===== config.mk =====
export PLATFORM = sky130hd
export DESIGN_NAME = sprite_engine
export DESIGN_NICKNAME = d
export VERILOG_FILES = /design/src/rtl/sprite_pkg.sv /design/src/rtl/sprite_channel.sv /design/src/rtl/sprite_engine.sv
export SDC_FILE = /design/constraint.sdc
export NUM_CORES = 1
export LEC_CHECK = 0
export ABC_AREA = 1
export BUFFER_PORTS_ARGS = -buffer_cell sky130_fd_sc_hd__buf_2
export CORE_MARGIN = 10
export CORE_UTILIZATION = 60
export DETAILED_ROUTE_END_ITERATION = 16
export PLACE_DENSITY_LB_ADDON = 0.08
export SETUP_SLACK_MARGIN = 0.2
export SLEW_MARGIN = 20
export SYNTH_ARGS = -nofsm -noshare
export SYNTH_HDL_FRONTEND = slang
export SYNTH_HIERARCHICAL = 1
export SYNTH_SLANG_ARGS = --single-unit

===== constraint.sdc =====
create_clock -name clk -period 12 [get_ports clk]
set_clock_uncertainty 0.15 [all_clocks]
set_input_delay 2.4 -clock clk [delete_from_list [all_inputs] [get_ports clk]]
set_output_delay 2.4 -clock clk [all_outputs]
set_load 0.03 [all_outputs]

===== src/rtl/sprite_pkg.sv =====
// Shared types, widths and colour decode for the multi-sprite renderer.
package sprite_pkg;

  localparam int COORD_W = 10;
  localparam int COLOR_W = 6;
  localparam int RGB_W   = 24;

  // Per-channel placement and enable, written through the shadow set.
  typedef struct packed {
    logic [COORD_W-1:0] x;
    logic [COORD_W-1:0] y;
    logic               en;
  } spr_cfg_t;

  // 6-bit rrggbb colour index to 24-bit RGB; each 2-bit field is
  // replicated so 2'b11 maps to full intensity 8'hFF.
  function automatic logic [RGB_W-1:0] color_decode(input logic [COLOR_W-1:0] idx);
    color_decode = {{4{idx[5:4]}}, {4{idx[3:2]}}, {4{idx[1:0]}}};
  endfunction

endpackage


===== src/rtl/sprite_channel.sv =====
// One sprite channel: shadow/active configuration, window test,
// texel addressing, texture ROM and the stage-1 pipeline registers.
module sprite_channel
  import sprite_pkg::*;
#(
  parameter int                 CH     = 0,
  parameter int                 SPR_W  = 64,
  parameter int                 SPR_H  = 64,
  parameter int                 FW     = 1,
  parameter logic [COLOR_W-1:0] TRANSP = 6'h00
) (
  input  logic               clk_i,
  input  logic               rst_i,
  input  logic               wr_i,
  input  logic               load_i,
  input  spr_cfg_t           wr_cfg_i,
  input  logic [COORD_W-1:0] px_i,
  input  logic [COORD_W-1:0] py_i,
  input  logic [FW-1:0]      frame_i,
  output logic               in_win_o,
  output logic [COLOR_W-1:0] color_o
);

  localparam int XW = $clog2(SPR_W);
  localparam int YW = $clog2(SPR_H);
  localparam int AW = FW + YW + XW;
  localparam logic [COORD_W:0] W_EXT = SPR_W[COORD_W:0];
  localparam logic [COORD_W:0] H_EXT = SPR_H[COORD_W:0];

  spr_cfg_t           shadow_q, shadow_d;
  spr_cfg_t           active_q, active_d;
  logic [COORD_W:0]   x_end_s, y_end_s;
  logic               in_win_s, in_win_q;
  logic [XW-1:0]      rx_s;
  logic [YW-1:0]      ry_s;
  logic [AW-1:0]      addr_s;
  logic [COLOR_W-1:0] color_q;

  // Texture contents: the centre column is transparent so every sprite
  // has see-through texels; elsewhere a non-zero pattern that varies
  // with row, column, channel and animation frame.
  function automatic logic [COLOR_W-1:0] texel(input logic [AW-1:0] a);
    int rx, ry, f, s;
    rx = int'(a[XW-1:0]);
    ry = int'(a[XW +: YW]);
    f  = int'(a[XW+YW +: FW]);
    s  = ((ry * 7 + rx * 3 + CH * 11 + f * 29 + 25) % 63) + 1;
    if (rx == SPR_W / 2) begin
      texel = TRANSP;
    end else begin
      texel = COLOR_W'(s);
    end
  endfunction

  // Shadow takes host writes; active loads at frame start, with a write
  // in that same cycle bypassing straight into the active set.
  always_comb begin
    shadow_d = shadow_q;
    active_d = active_q;
    if (wr_i) begin
      shadow_d = wr_cfg_i;
    end else begin
      shadow_d = shadow_q;
    end
    if (load_i) begin
      active_d = shadow_d;
    end else begin
      active_d = active_q;
    end
  end

  // Configuration registers.
  always_ff @(posedge clk_i or posedge rst_i) begin
    if (rst_i) begin
      shadow_q <= '0;
      active_q <= '0;
    end else begin
      shadow_q <= shadow_d;
      active_q <= active_d;
    end
  end

  // Window test in 11 bits so sprites past the right/bottom edge clip
  // instead of wrapping; texel address is frame, row offset, column offset.
  always_comb begin
    x_end_s  = {1'b0, active_q.x} + W_EXT;
    y_end_s  = {1'b0, active_q.y} + H_EXT;
    in_win_s = active_q.en
             & (px_i >= active_q.x) & ({1'b0, px_i} < x_end_s)
             & (py_i >= active_q.y) & ({1'b0, py_i} < y_end_s);
    rx_s     = XW'(px_i - active_q.x);
    ry_s     = YW'(py_i - active_q.y);
    addr_s   = {frame_i, ry_s, rx_s};
  end

  // Synchronous ROM read with the window flag carried alongside.
  always_ff @(posedge clk_i or posedge rst_i) begin
    if (rst_i) begin
      in_win_q <= 1'b0;
      color_q  <= 6'h00;
    end else begin
      in_win_q <= in_win_s;
      color_q  <= texel(addr_s);
    end
  end

  assign in_win_o = in_win_q;
  assign color_o  = color_q;

endmodule


===== src/rtl/sprite_engine.sv =====
// Multi-sprite renderer: animation counter, per-channel pipelines,
// fixed-priority compositing (channel 0 on top) and sticky collision.
module sprite_engine
  import sprite_pkg::*;
#(
  parameter int                 N_SPRITES = 4,
  parameter int                 SPR_W     = 64,
  parameter int                 SPR_H     = 64,
  parameter int                 N_FRAMES  = 2,
  parameter int                 ANIM_DIV  = 8,
  parameter logic [COLOR_W-1:0] TRANSP    = 6'h00,
  localparam int                IW        = (N_SPRITES > 1) ? $clog2(N_SPRITES) : 1,
  localparam int                FW        = (N_FRAMES > 1) ? $clog2(N_FRAMES) : 1
) (
  input  logic               clk,
  input  logic               rst,
  input  logic [COORD_W-1:0] pixel_x,
  input  logic [COORD_W-1:0] pixel_y,
  input  logic               pixel_valid,
  input  logic               frame_start,
  input  logic               cfg_we,
  input  logic [IW-1:0]      cfg_idx,
  input  logic [COORD_W-1:0] cfg_x,
  input  logic [COORD_W-1:0] cfg_y,
  input  logic               cfg_en,
  output logic [RGB_W-1:0]   rgb_out,
  output logic               visible_out,
  output logic [IW-1:0]      hit_id,
  output logic               valid_out,
  output logic               collision
);

  logic [7:0]           div_q, div_d;
  logic [FW-1:0]        anim_q, anim_d;
  spr_cfg_t             wr_cfg_s;
  logic [N_SPRITES-1:0] in_win_s;
  logic [COLOR_W-1:0]   color_s [N_SPRITES];
  logic [N_SPRITES-1:0] opaque_s;
  logic                 valid_q;
  logic [RGB_W-1:0]     rgb_d, rgb_q;
  logic [IW-1:0]        hit_d, hit_q;
  logic                 vis_d, vis_q;
  logic                 vout_q;
  logic [7:0]           cnt_s;
  logic                 coll_d, coll_q;

  assign wr_cfg_s = {cfg_x, cfg_y, cfg_en};

  // Animation advances one frame every ANIM_DIV frame starts.
  always_comb begin
    div_d  = div_q;
    anim_d = anim_q;
    if (frame_start) begin
      if (div_q == 8'(ANIM_DIV - 1)) begin
        div_d  = 8'd0;
        anim_d = FW'((int'(anim_q) + 1) % N_FRAMES);
      end else begin
        div_d  = div_q + 8'd1;
        anim_d = anim_q;
      end
    end else begin
      div_d  = div_q;
      anim_d = anim_q;
    end
  end

  // Animation state registers.
  always_ff @(posedge clk or posedge rst) begin
    if (rst) begin
      div_q  <= 8'd0;
      anim_q <= '0;
    end else begin
      div_q  <= div_d;
      anim_q <= anim_d;
    end
  end

  for (genvar g = 0; g < N_SPRITES; g++) begin : g_ch
    sprite_channel #(
      .CH     (g),
      .SPR_W  (SPR_W),
      .SPR_H  (SPR_H),
      .FW     (FW),
      .TRANSP (TRANSP)
    ) u_ch (
      .clk_i    (clk),
      .rst_i    (rst),
      .wr_i     (cfg_we && (cfg_idx == IW'(g))),
      .load_i   (frame_start),
      .wr_cfg_i (wr_cfg_s),
      .px_i     (pixel_x),
      .py_i     (pixel_y),
      .frame_i  (anim_q),
      .in_win_o (in_win_s[g]),
      .color_o  (color_s[g])
    );
  end

  // Priority compositing: scanning from the highest index down lets the
  // lowest opaque channel win; also counts opaque channels for collision.
  always_comb begin
    opaque_s = '0;
    rgb_d    = 24'd0;
    hit_d    = '0;
    cnt_s    = 8'd0;
    for (int i = N_SPRITES - 1; i >= 0; i--) begin
      opaque_s[i] = in_win_s[i] & valid_q & (color_s[i] != TRANSP);
      hit_d       = opaque_s[i] ? IW'(i) : hit_d;
      rgb_d       = opaque_s[i] ? color_decode(color_s[i]) : rgb_d;
      cnt_s       = cnt_s + 8'(opaque_s[i]);
    end
    vis_d  = |opaque_s;
    coll_d = (cnt_s >= 8'd2) | (coll_q & ~frame_start);
  end

  // Stage-1 valid and registered stage-2 outputs.
  always_ff @(posedge clk or posedge rst) begin
    if (rst) begin
      valid_q <= 1'b0;
      rgb_q   <= 24'd0;
      hit_q   <= '0;
      vis_q   <= 1'b0;
      vout_q  <= 1'b0;
      coll_q  <= 1'b0;
    end else begin
      valid_q <= pixel_valid;
      rgb_q   <= rgb_d;
      hit_q   <= hit_d;
      vis_q   <= vis_d;
      vout_q  <= valid_q;
      coll_q  <= coll_d;
    end
  end

  assign rgb_out     = rgb_q;
  assign visible_out = vis_q;
  assign hit_id      = hit_q;
  assign valid_out   = vout_q;
  assign collision   = coll_q;

endmodule

==> reports/qor.txt <==
run status: completed
average cell area after synthesis: 7.98 um2
HPWL after DPL: 40.3 mm
Num Clock Sinks: 217
Horiz. Die Dim: 210 um
count of nets left with antenna violations after detail routing: 0
clock slew at reported path FFs: 0.06 ns
area of the mapped netlist: 21,800 um2
final number of setup-violating endpoints: 0
fin area: 23,500 um2
Final Hold Violating Endpoints: 0
syn nets: 3,096
count of state elements after synthesis: 217
count of pins over their slew limit: 0
dominant cell type by area after synthesis: sky130_fd_sc_hd__dfrtp_1
most instantiated flip-flop cell in the synthesis netlist: sky130_fd_sc_hd__dfrtp_1
share of flip-flops with an asynchronous set or reset after synthesis: 1.00
P&R area growth vs syn: 8.03%
post-layout worst setup margin: 0.952 ns
final sum of negative setup slack: 0 ns
Final nets: 3,168
overall die area: 44,300 um2
fraction of final layout cells with drive strength greater than 1: 0.180
share of synthesized area occupied by flip-flops and latches: 0.249
launching element type of the critical path: input port
unrepaired setup endpoints after global routing: false
wire length of the first global-routing pass: 83.9 mm
later-pin clock latency in the skew report: 0.52 ns
initial core utilization: 0.610
category of the worst setup path capture point: flop
number of enable-type register cells in the synthesized netlist: 0
share of the clock period used by the worst path after layout: 0.921
type of the most critical hold path: flop to flop
buffer depth of the longest clock path: 3
DR DRC count: 0
number of cells produced by synthesis: 2,727
Max Clk Rate: 90.5 MHz
root buf cell: sky130_fd_sc_hd__clkbuf_16
TritonCTS Buffers: 23
DP Area: 22,600 um2
data arrival time of the worst path: 11.31 ns
biggest fanout along the worst timing path: 9
Period minus WS final: 11.05 ns
H-tree levels: 1
Placer Congestion: 0.906
pre-CTS setup slack: 0.170 ns
number of antenna violations at the first check in global routing: 4
TritonCTS clock tree: done
Req. time, crit path: 12.26 ns
Top cell by count, worst path: sky130_fd_sc_hd__nand2_1
vias in the first global route: 17,100
number of vias after detailed routing: 17,500
Die Ht: 210 um
aggregate global-route resource usage: 0.227
wire length per cell: 15.5 um
M1 WL: 22.8 mm
met2 wire length: 24.9 mm
delay of the slowest cell on the worst path: 0.55 ns
number of buffer cells added on primary ports: 76
dominant cells by area after synthesis: sky130_fd_sc_hd__dfrtp_1 25%, sky130_fd_sc_hd__ha_1 14%, sky130_fd_sc_hd__nand2_1 9.8%
met3 WL: 1.94 mm
grt ovf: 0
Vias per Instance: 5.34
worst rel slew slack: 0.404
placement row count: 69
core box area: 35,700 um2
detailed-routing iteration count for the pre-antenna-repair pass: 5
initial drt markers: 1,034
category of the most critical setup path: input port to flop
highest routed metal layer: met5
Slowest-stage cell, CP: sky130_fd_sc_hd__fa_1
Routed WL: 50.8 mm
number of max-capacitance violations reported: 0
Syn. warnings: 6
I/O pins: 77
largest net degree at the start of global routing: 88
post-synthesis cell type count: 61
transition time at the pin with the least slew margin: 0.893 ns
top cell type's share of synthesized area: 0.249
-- cell usage in the layout, fill, tap and decap left out, types with 12 or more instances in the layout --
cell type	instances
sky130_fd_sc_hd__buf_4	16
sky130_fd_sc_hd__nor2_2	32
sky130_fd_sc_hd__o21a_1	23
sky130_fd_sc_hd__nand4_1	52
sky130_fd_sc_hd__nor2_1	112
sky130_fd_sc_hd__nand2_2	79
sky130_fd_sc_hd__nand2_4	22
sky130_fd_sc_hd__nand3_2	17
sky130_fd_sc_hd__mux2_2	96
sky130_fd_sc_hd__dfrtp_1	217
sky130_fd_sc_hd__nand3_1	173
sky130_fd_sc_hd__nand2_1	567
sky130_fd_sc_hd__ha_1	244
sky130_fd_sc_hd__xnor2_1	24
sky130_fd_sc_hd__clkbuf_16	23
sky130_fd_sc_hd__inv_1	473
sky130_fd_sc_hd__nor2_4	29
sky130_fd_sc_hd__nand3_4	17
sky130_fd_sc_hd__xor2_1	54
sky130_fd_sc_hd__a21oi_1	77
sky130_fd_sc_hd__o21ai_1	12
sky130_fd_sc_hd__buf_2	74
sky130_fd_sc_hd__inv_2	31
sky130_fd_sc_hd__o21ai_0	116
sky130_fd_sc_hd__nor3_1	12
sky130_fd_sc_hd__fa_1	76
-- cells by family after synthesis --
| logic type | Yosys count | share of synthesized area |
|---|---|---|
| xor+xnor | 84 | 0.0341 |
| mux | 96 | 0.0497 |
| flops | 217 | 0.249 |
| fa+ha+maj | 321 | 0.211 |
| buf+inv | 552 | 0.0989 |
| compound gates | 296 | 0.0810 |
| simple gates | 1161 | 0.276 |
-- worst paths after layout --
check	startpoint	end	slack, ns	depth (start not counted)
max	pixel_x[0]	g_ch[2].u_ch/color_o[4]$_DFF_PP0_	0.95	61
min	g_ch[2].u_ch/shadow_q[17]$_DFF_PP0_	g_ch[2].u_ch/shadow_q[17]$_DFF_PP0_	0.34	1
max reg2reg	g_ch[2].u_ch/active_q[12]$_DFFE_PP0P_	g_ch[2].u_ch/color_o[4]$_DFF_PP0_	2.66	61
min reg2reg	g_ch[2].u_ch/shadow_q[17]$_DFF_PP0_	g_ch[2].u_ch/shadow_q[17]$_DFF_PP0_	0.34	1
max in group asynchronous	rst	rgb_out[6]$_DFF_PP0_	9.18	2
min in group asynchronous	rst	g_ch[3].u_ch/active_q[4]$_DFFE_PP0P_	1.94	2
-- timing repair --
action                     in CTS  in global routing
setup endpoints to repair       0                  8
hold endpoints to repair        0                  0
buffers inserted                0                  5
hold buffers                    0                  0
gates resized for setup         0                 15
-- cell usage after synthesis, types with 6 or more instances --
library cell	number
sky130_fd_sc_hd__clkbuf_1	19
sky130_fd_sc_hd__o21bai_1	11
sky130_fd_sc_hd__ha_1	245
sky130_fd_sc_hd__nand3_4	17
sky130_fd_sc_hd__nor3_1	17
sky130_fd_sc_hd__o21ai_1	12
sky130_fd_sc_hd__o21ai_2	9
sky130_fd_sc_hd__fa_1	76
sky130_fd_sc_hd__inv_1	477
sky130_fd_sc_hd__nand2_4	22
sky130_fd_sc_hd__nand3_1	173
sky130_fd_sc_hd__nor2_4	29
sky130_fd_sc_hd__o21a_1	23
sky130_fd_sc_hd__nand3_2	17
sky130_fd_sc_hd__nand2_2	78
sky130_fd_sc_hd__nor2_1	112
sky130_fd_sc_hd__o211ai_1	11
sky130_fd_sc_hd__o21ai_0	118
sky130_fd_sc_hd__buf_4	19
sky130_fd_sc_hd__xnor2_1	24
sky130_fd_sc_hd__nand4_1	52
sky130_fd_sc_hd__nor2_8	6
sky130_fd_sc_hd__nor2_2	32
sky130_fd_sc_hd__inv_2	28
sky130_fd_sc_hd__xor2_1	59
sky130_fd_sc_hd__nand3b_1	11
sky130_fd_sc_hd__mux2_2	96
sky130_fd_sc_hd__dfrtp_1	217
sky130_fd_sc_hd__nand2_1	568
sky130_fd_sc_hd__a21oi_1	77
-- sequential cells by signal, summed over array words and instances (netlist names), 2 cells and up --
| name | cells |
|---|---|
| g_ch.u_ch/shadow_q | 84 |
| rgb_out | 6 |
| g_ch.u_ch/in_win_o | 4 |
| g_ch.u_ch/active_q | 84 |
| div_q | 8 |
| g_ch.u_ch/color_o | 24 |
| hit_id | 2 |
-- through the flow --
| step | hold WS (ns) | std cells | util |
|---|---|---|---|
| global route | 0.354 | 3275 | 0.659 |
| detailed placement | 0.332 | 3230 | 0.633 |
| CTS | 0.347 | 3268 | 0.656 |
| finish | 0.345 | 3276 | 0.660 |
| floorplan | 0.300 | 2727 | - |
| global placement | 0.325 | 3230 | 0.633 |
-- critical path: cells and delay by family --
kind            cells  cell delay (ns)
compound gates      4             0.69
xor+xnor            1             0.27
buf+inv            12             0.95
simple gates       33             3.34
fa+ha+maj          11             3.62
-- final cells by class --
class | instances | area, um2
clock inverter | 9 | 180
timing repair buffer | 91 | 498
tap | 461 | 577
inverter | 508 | 1910
fill | 3086 | 12100
multi-input combinational | 1958 | 14300
antenna | 3 | 7.51
clock buffer | 29 | 638
sequential | 217 | 5430
-- routing by layer --
metal,up-vias,global-route usage
li1,8882,-
met3,60,0.0239
met2,263,0.399
met5,-,0
met4,2,0.0557
met1,8288,0.294
Power is left out: the tool's default activity adds up to more than one toggle a clock period on the data nets, which glitch-free logic cannot reach.
